### src/rtl/register_stack.sv
// Parametrised LIFO of WIDTH-bit registers with push/pop/replace, depth status,
// sticky over/underflow flags and an optional circular-overwrite (WRAP) mode.
module register_stack #(
  parameter int WIDTH = 4,
  parameter int DEPTH = 4,
  parameter bit WRAP  = 1'b0
) (
  input  logic                       clk,
  input  logic                       reset,
  input  logic [WIDTH-1:0]           in,
  input  logic                       nPush,
  input  logic                       nPop,
  output logic [WIDTH-1:0]           out,
  output logic [$clog2(DEPTH+1)-1:0] count,
  output logic                       empty,
  output logic                       full,
  output logic                       overflow,
  output logic                       underflow
);

  localparam int PTR_W = (DEPTH > 1) ? $clog2(DEPTH) : 1;
  localparam int CNT_W = $clog2(DEPTH + 1);
  localparam logic [PTR_W-1:0] PTR_LAST = PTR_W'(DEPTH - 1);
  localparam logic [CNT_W-1:0] CNT_FULL = CNT_W'(DEPTH);

  typedef enum logic [1:0] {
    OP_REPLACE = 2'b00,
    OP_PUSH    = 2'b01,
    OP_POP     = 2'b10,
    OP_IDLE    = 2'b11
  } op_e;

  op_e              op;
  logic [WIDTH-1:0] mem_q [DEPTH];
  logic [PTR_W-1:0] wr_ptr_q, wr_ptr_d, top_ptr, waddr;
  logic [CNT_W-1:0] count_q, count_d;
  logic             ovf_q, ovf_d, unf_q, unf_d;
  logic             we, is_empty, is_full;

  // Storage is circular, so both pointer steps wrap at DEPTH (not a power of two).
  function automatic logic [PTR_W-1:0] ptr_inc(input logic [PTR_W-1:0] p);
    return (p == PTR_LAST) ? '0 : p + 1'b1;
  endfunction

  function automatic logic [PTR_W-1:0] ptr_dec(input logic [PTR_W-1:0] p);
    return (p == '0) ? PTR_LAST : p - 1'b1;
  endfunction

  assign op       = op_e'({nPush, nPop});
  assign top_ptr  = ptr_dec(wr_ptr_q);
  assign is_empty = (count_q == '0);
  assign is_full  = (count_q == CNT_FULL);

  always_comb begin
    // NOTE: every output of this block gets a default first, so no path leaves it unassigned and no latch is inferred.
    wr_ptr_d = wr_ptr_q;
    count_d  = count_q;
    ovf_d    = ovf_q;
    unf_d    = unf_q;
    we       = 1'b0;
    waddr    = wr_ptr_q;
    unique case (op)
      OP_PUSH: begin
        if (!is_full) begin
          we       = 1'b1;
          wr_ptr_d = ptr_inc(wr_ptr_q);
          count_d  = count_q + 1'b1;
        end else if (WRAP) begin
          // When full, the write slot is the oldest entry: overwrite it.
          we       = 1'b1;
          wr_ptr_d = ptr_inc(wr_ptr_q);
        end else begin
          ovf_d = 1'b1;
        end
      end
      OP_POP: begin
        if (!is_empty) begin
          wr_ptr_d = top_ptr;
          count_d  = count_q - 1'b1;
        end else begin
          unf_d = 1'b1;
        end
      end
      OP_REPLACE: begin
        we = 1'b1;
        if (!is_empty) begin
          waddr = top_ptr;
        end else begin
          wr_ptr_d = ptr_inc(wr_ptr_q);
          count_d  = CNT_W'(1);
        end
      end
      default: ;
    endcase
  end

  // NOTE: state registers use non-blocking assignments so every flop samples pre-edge values.
  always_ff @(posedge clk) begin
    if (reset) begin
      wr_ptr_q <= '0;
      count_q  <= '0;
      ovf_q    <= 1'b0;
      unf_q    <= 1'b0;
    end else begin
      wr_ptr_q <= wr_ptr_d;
      count_q  <= count_d;
      ovf_q    <= ovf_d;
      unf_q    <= unf_d;
    end
  end

  // NOTE: entry storage is deliberately not reset; count gates what is visible.
  always_ff @(posedge clk) begin
    if (we && !reset) begin
      mem_q[waddr] <= in;
    end
  end

  assign out       = is_empty ? '0 : mem_q[top_ptr];
  assign count     = count_q;
  assign empty     = is_empty;
  assign full      = is_full;
  assign overflow  = ovf_q;
  assign underflow = unf_q;

endmodule

### config.mk
export PLATFORM = sky130hd
export DESIGN_NAME = register_stack
export DESIGN_NICKNAME = d
export VERILOG_FILES = /design/src/rtl/register_stack.sv
export SDC_FILE = /design/constraint.sdc
export NUM_CORES = 1
export LEC_CHECK = 0
export ABC_AREA = 1
export CAP_MARGIN = 20
export CORE_ASPECT_RATIO = 1.75
export CORE_MARGIN = 1
export CORE_UTILIZATION = 46
export CTS_CLUSTER_DIAMETER = 60
export DETAILED_ROUTE_END_ITERATION = 6
export GPL_TIMING_DRIVEN = 0
export PLACE_DENSITY = 0.7
export SYNTH_ARGS = -nofsm -noshare
export SYNTH_HDL_FRONTEND = slang
export SYNTH_SLANG_ARGS = --single-unit
### constraint.sdc
create_clock -name clk -period 4.85 [get_ports clk]
set_input_delay 0.485 -clock clk [delete_from_list [all_inputs] [get_ports clk]]
set_output_delay 0.485 -clock clk [all_outputs]
set_load 0.01 [all_outputs]
==> metrics.md <==
| Metric | Value |
|---|---|
| Num CTS Buffers | 3 |
| Max Clk Rate | about 370 MHz |
| Multi-input logic area | 498 um^2 |
| Relative slew slack | 72.8% |
| Slew Viols, Final | 0 |
| Final Wtd Congestion | 0.748 |
| Worst path top cell family by delay | buffers and inverters |
| Core Area | between 0.002 and 0.0025 mm^2 |
| Die footprint | 0.00283 mm^2 |
| Register area share after synthesis | 51.7% |
| Status | finished clean |
| Mean Syn Cell Area | 8.23 um^2 |
| Yosys cell types | 18 |
| CTS sink cnt | 23 |
| Layout cells sized above 1 | 8.33% |
| Hold Path End | overflow$_SDFFE_PP0P_ |
| RSZ-0062 raised after global routing | no |
| Synth top area cells | edfxtp_1 (40%), dfxtp_1 (12%), nand2_1 (10%), nor2_1 (9.1%), inv_1 (6.6%) |
| Post-synth top area cell | edfxtp_1 |
| Crit-path max cell delay | 550 ps |
| Clock Tree Root | clkbuf_8 |
| WL/cell | 11.2 um |
| Syn nets | 157 |
| Port buffer count | 18 |
| Peak supply drop | 239 uV |
| Slowest CP cell | clkdlybuf4s50_1 |
| Worst-case reg-to-reg path depth | 7 |
| HP Start | overflow$_SDFFE_PP0P_ |
| DR vias | around 970 |
| Startpoint types | flop |
| Total area of sequential cells | 621 um^2 |
| FF-to-FF Start | wr_ptr_q[0]$_SDFFE_PP0P_ |
| CP max FO | 7 |
| Max_cap viols | 0 |
| # IOs | 19 |
| Die width | 40.6 um |
| Pre-antenna DRT Iters | 4 |
| Remaining DRCs | 0 |
| Setup CP Type | flop to output pin |
| Area Growth Syn to Fin | 21.5% |
| Largest net degree at the start of global routing | 13 |
| H-tree levels | 1 |
| CTS tree | built |
| Pwr Density | 385 mW/mm^2 |
| Seq cells post-synth | 23 |
| CP Capture Type | output pin |
| Hold-critical path depth | 2 |
| Register-to-register setup slack | 2880 ps |
| Cts repair resizes | 0 |
| Leakage power | 0.643 nW |
| Initial DRC count | 15 |
| Routed Antenna Nets | 0 |
| Initial antenna violation count | 0 |
| YS warnings | 0 |
| Final hold violations | 0 |
| Initial Utilization | 48.2% |
| Routed wire length | 2.17 mm |
| Worst-Skew Late Latency | 260 ps |
| Critical Path RT | approximately 4400 ps |
| Worst Skew | around 2.2 ps |
| CTS Hold Bufs | 0 |
| HP Class | flop to flop |
| Sum Neg Setup Slack | 0 ps |
| Final period util | 56.1% |
| CP cell instances | inv_2 > ha_1 > inv_1 > nor2_1 > o21ai_0 > a21oi_1 > clkdlybuf4s50_1 |
| Final count of negative-setup-slack endpoints | 0 |
| Antenna fix cells | 0 |
| Crit Reg-Reg Endpoint | mem_q[2][3]$_DFFE_PP_ |
| GRT Residual Overflow | 0 |
| Post-synth top area share | ~40% |
| Actual slew at the worst max-slew pin | between 400 and 500 ps |
| Clock transition at the registers of the reported paths | around 80 ps |
| WP buf/inv | 3 |
| Vias in the first global route | 931 |
| Global-route usage over all layers | 18.0% |
| Hpwl dp | 1.76 mm |
| Postcts setup bufs | 0 |
| Die height | 69.6 um |
| Worst EP arrival | 2230 ps |
| Min cycle time layout | between 2000 and 3000 ps |
| Total power | 0.562 mW |
| Post-DR vias/cell | around 5.0 |
| Worst hold slack | 465 ps |
| Layout net count | 180 |
| Final WS setup | 2130 ps |
| Row count | 24 |
| Cell Area, Synth | 0.00120 mm^2 |
| Place WS | 2410 ps |
| Global-route wire length before repair | about 3.5 mm |
| Fill count | approximately 220 |
| Max clock buf depth | 2 |
| Post-synthesis instance total | 146 |
==> registers in the layout (all words and copies together), names as in the netlist <==
| register | cells |
|---|---|
| count | 3 |
| mem_q | 16 |
| overflow | 1 |
| underflow | 1 |
| wr_ptr_q | 2 |
==> cell usage after synthesis <==
cell / count
a21oi_1: 7
dfxtp_1: 7
edfxtp_1: 16
fa_1: 1
ha_1: 2
inv_1: 21
inv_2: 1
nand2_1: 32
nand2_2: 2
nand2_4: 2
nand3_1: 11
nor2_1: 29
nor2_2: 2
nor2_4: 2
nor3_1: 1
o21ai_0: 7
o21ai_2: 2
or2_0: 1
==> cell families (layout without fill, tap and decap cells) <==
kind of cell               count (synthesis)  after routing  share of synthesized area (%)
buffers and inverters                     22             44                           6.88
DFF                                       23             23                           51.7
AOI/OAI and AO/OA                         16             16                           7.29
adders and majority gates                  3              3                           3.75
and+or+nand+nor                           82             82                           30.4
==> worst reg2reg max path, cell delays in order, from the launching register on <==
cell	delay, ps
dfxtp_1	410
inv_2	110
ha_1	240
nor2_4	190
nand2_1	110
o21ai_2	130
nand2_1	100
nor2_1	340
==> cell usage in the layout, fill, tap and decap left out, drive strengths merged <==
| master | n |
|---|---|
| or2 | 1 |
| nand3 | 11 |
| nand2 | 36 |
| nor3 | 1 |
| o21ai | 9 |
| dfxtp | 7 |
| clkdlybuf4s50 | 18 |
| a21oi | 7 |
| ha | 2 |
| edfxtp | 16 |
| nor2 | 33 |
| inv | 22 |
| fa | 1 |
| clkbuf | 4 |
==> report_power, final <==
part | switching, mW | internal [mW]
logic | 0.119 | 0.0895
clock network | 0.0558 | 0.0585
registers | 0.0119 | 0.227
total | 0.187 | 0.375
==> metal layers <==
metal | track usage, % | vias to the layer above | routed length, um
met1 | 14.7 | 433 | 792
met3 | 2.88 | 5 | 57
li1 | - | 511 | -
met2 | 35.8 | 20 | 1290
met5 | 0 | - | 0
met4 | 6.67 | 0 | 27
==> final cells by class <==
class,instances,share of cell area (%)
inverter,22,5.66
tap,26,2.23
sequential,23,42.5
clock buffer,4,3.09
timing repair buffer,18,12.3
multi-input combinational,101,34.1
==> per-stage QoR <==
| step | area [um^2] | utilization, % | cells |
|---|---|---|---|
| 3_5_place_dp | 1410 | 56.7 | 190 |
| 4_1_cts | 1460 | 58.5 | 194 |
| 6_report | 1460 | 58.5 | 194 |
| 3_3_place_gp | 1410 | 56.7 | 190 |
| 2_1_floorplan | 1200 | - | 146 |
| 5_1_grt | 1460 | 58.5 | 194 |
==> worst max-delay path by stage <==
stage                        startpoint     end  cells after the start
2_1_floorplan  wr_ptr_q[0]$_SDFFE_PP0P_  out[2]                      6
3_3_place_gp   wr_ptr_q[0]$_SDFFE_PP0P_  out[2]                      7
5_1_grt        wr_ptr_q[0]$_SDFFE_PP0P_  out[3]                      7
4_1_cts        wr_ptr_q[0]$_SDFFE_PP0P_  out[3]                      7
3_5_place_dp   wr_ptr_q[0]$_SDFFE_PP0P_  out[3]                      7
6_report       wr_ptr_q[0]$_SDFFE_PP0P_  out[3]                      7
No activity file was read; power rests on OpenSTA's default activity.
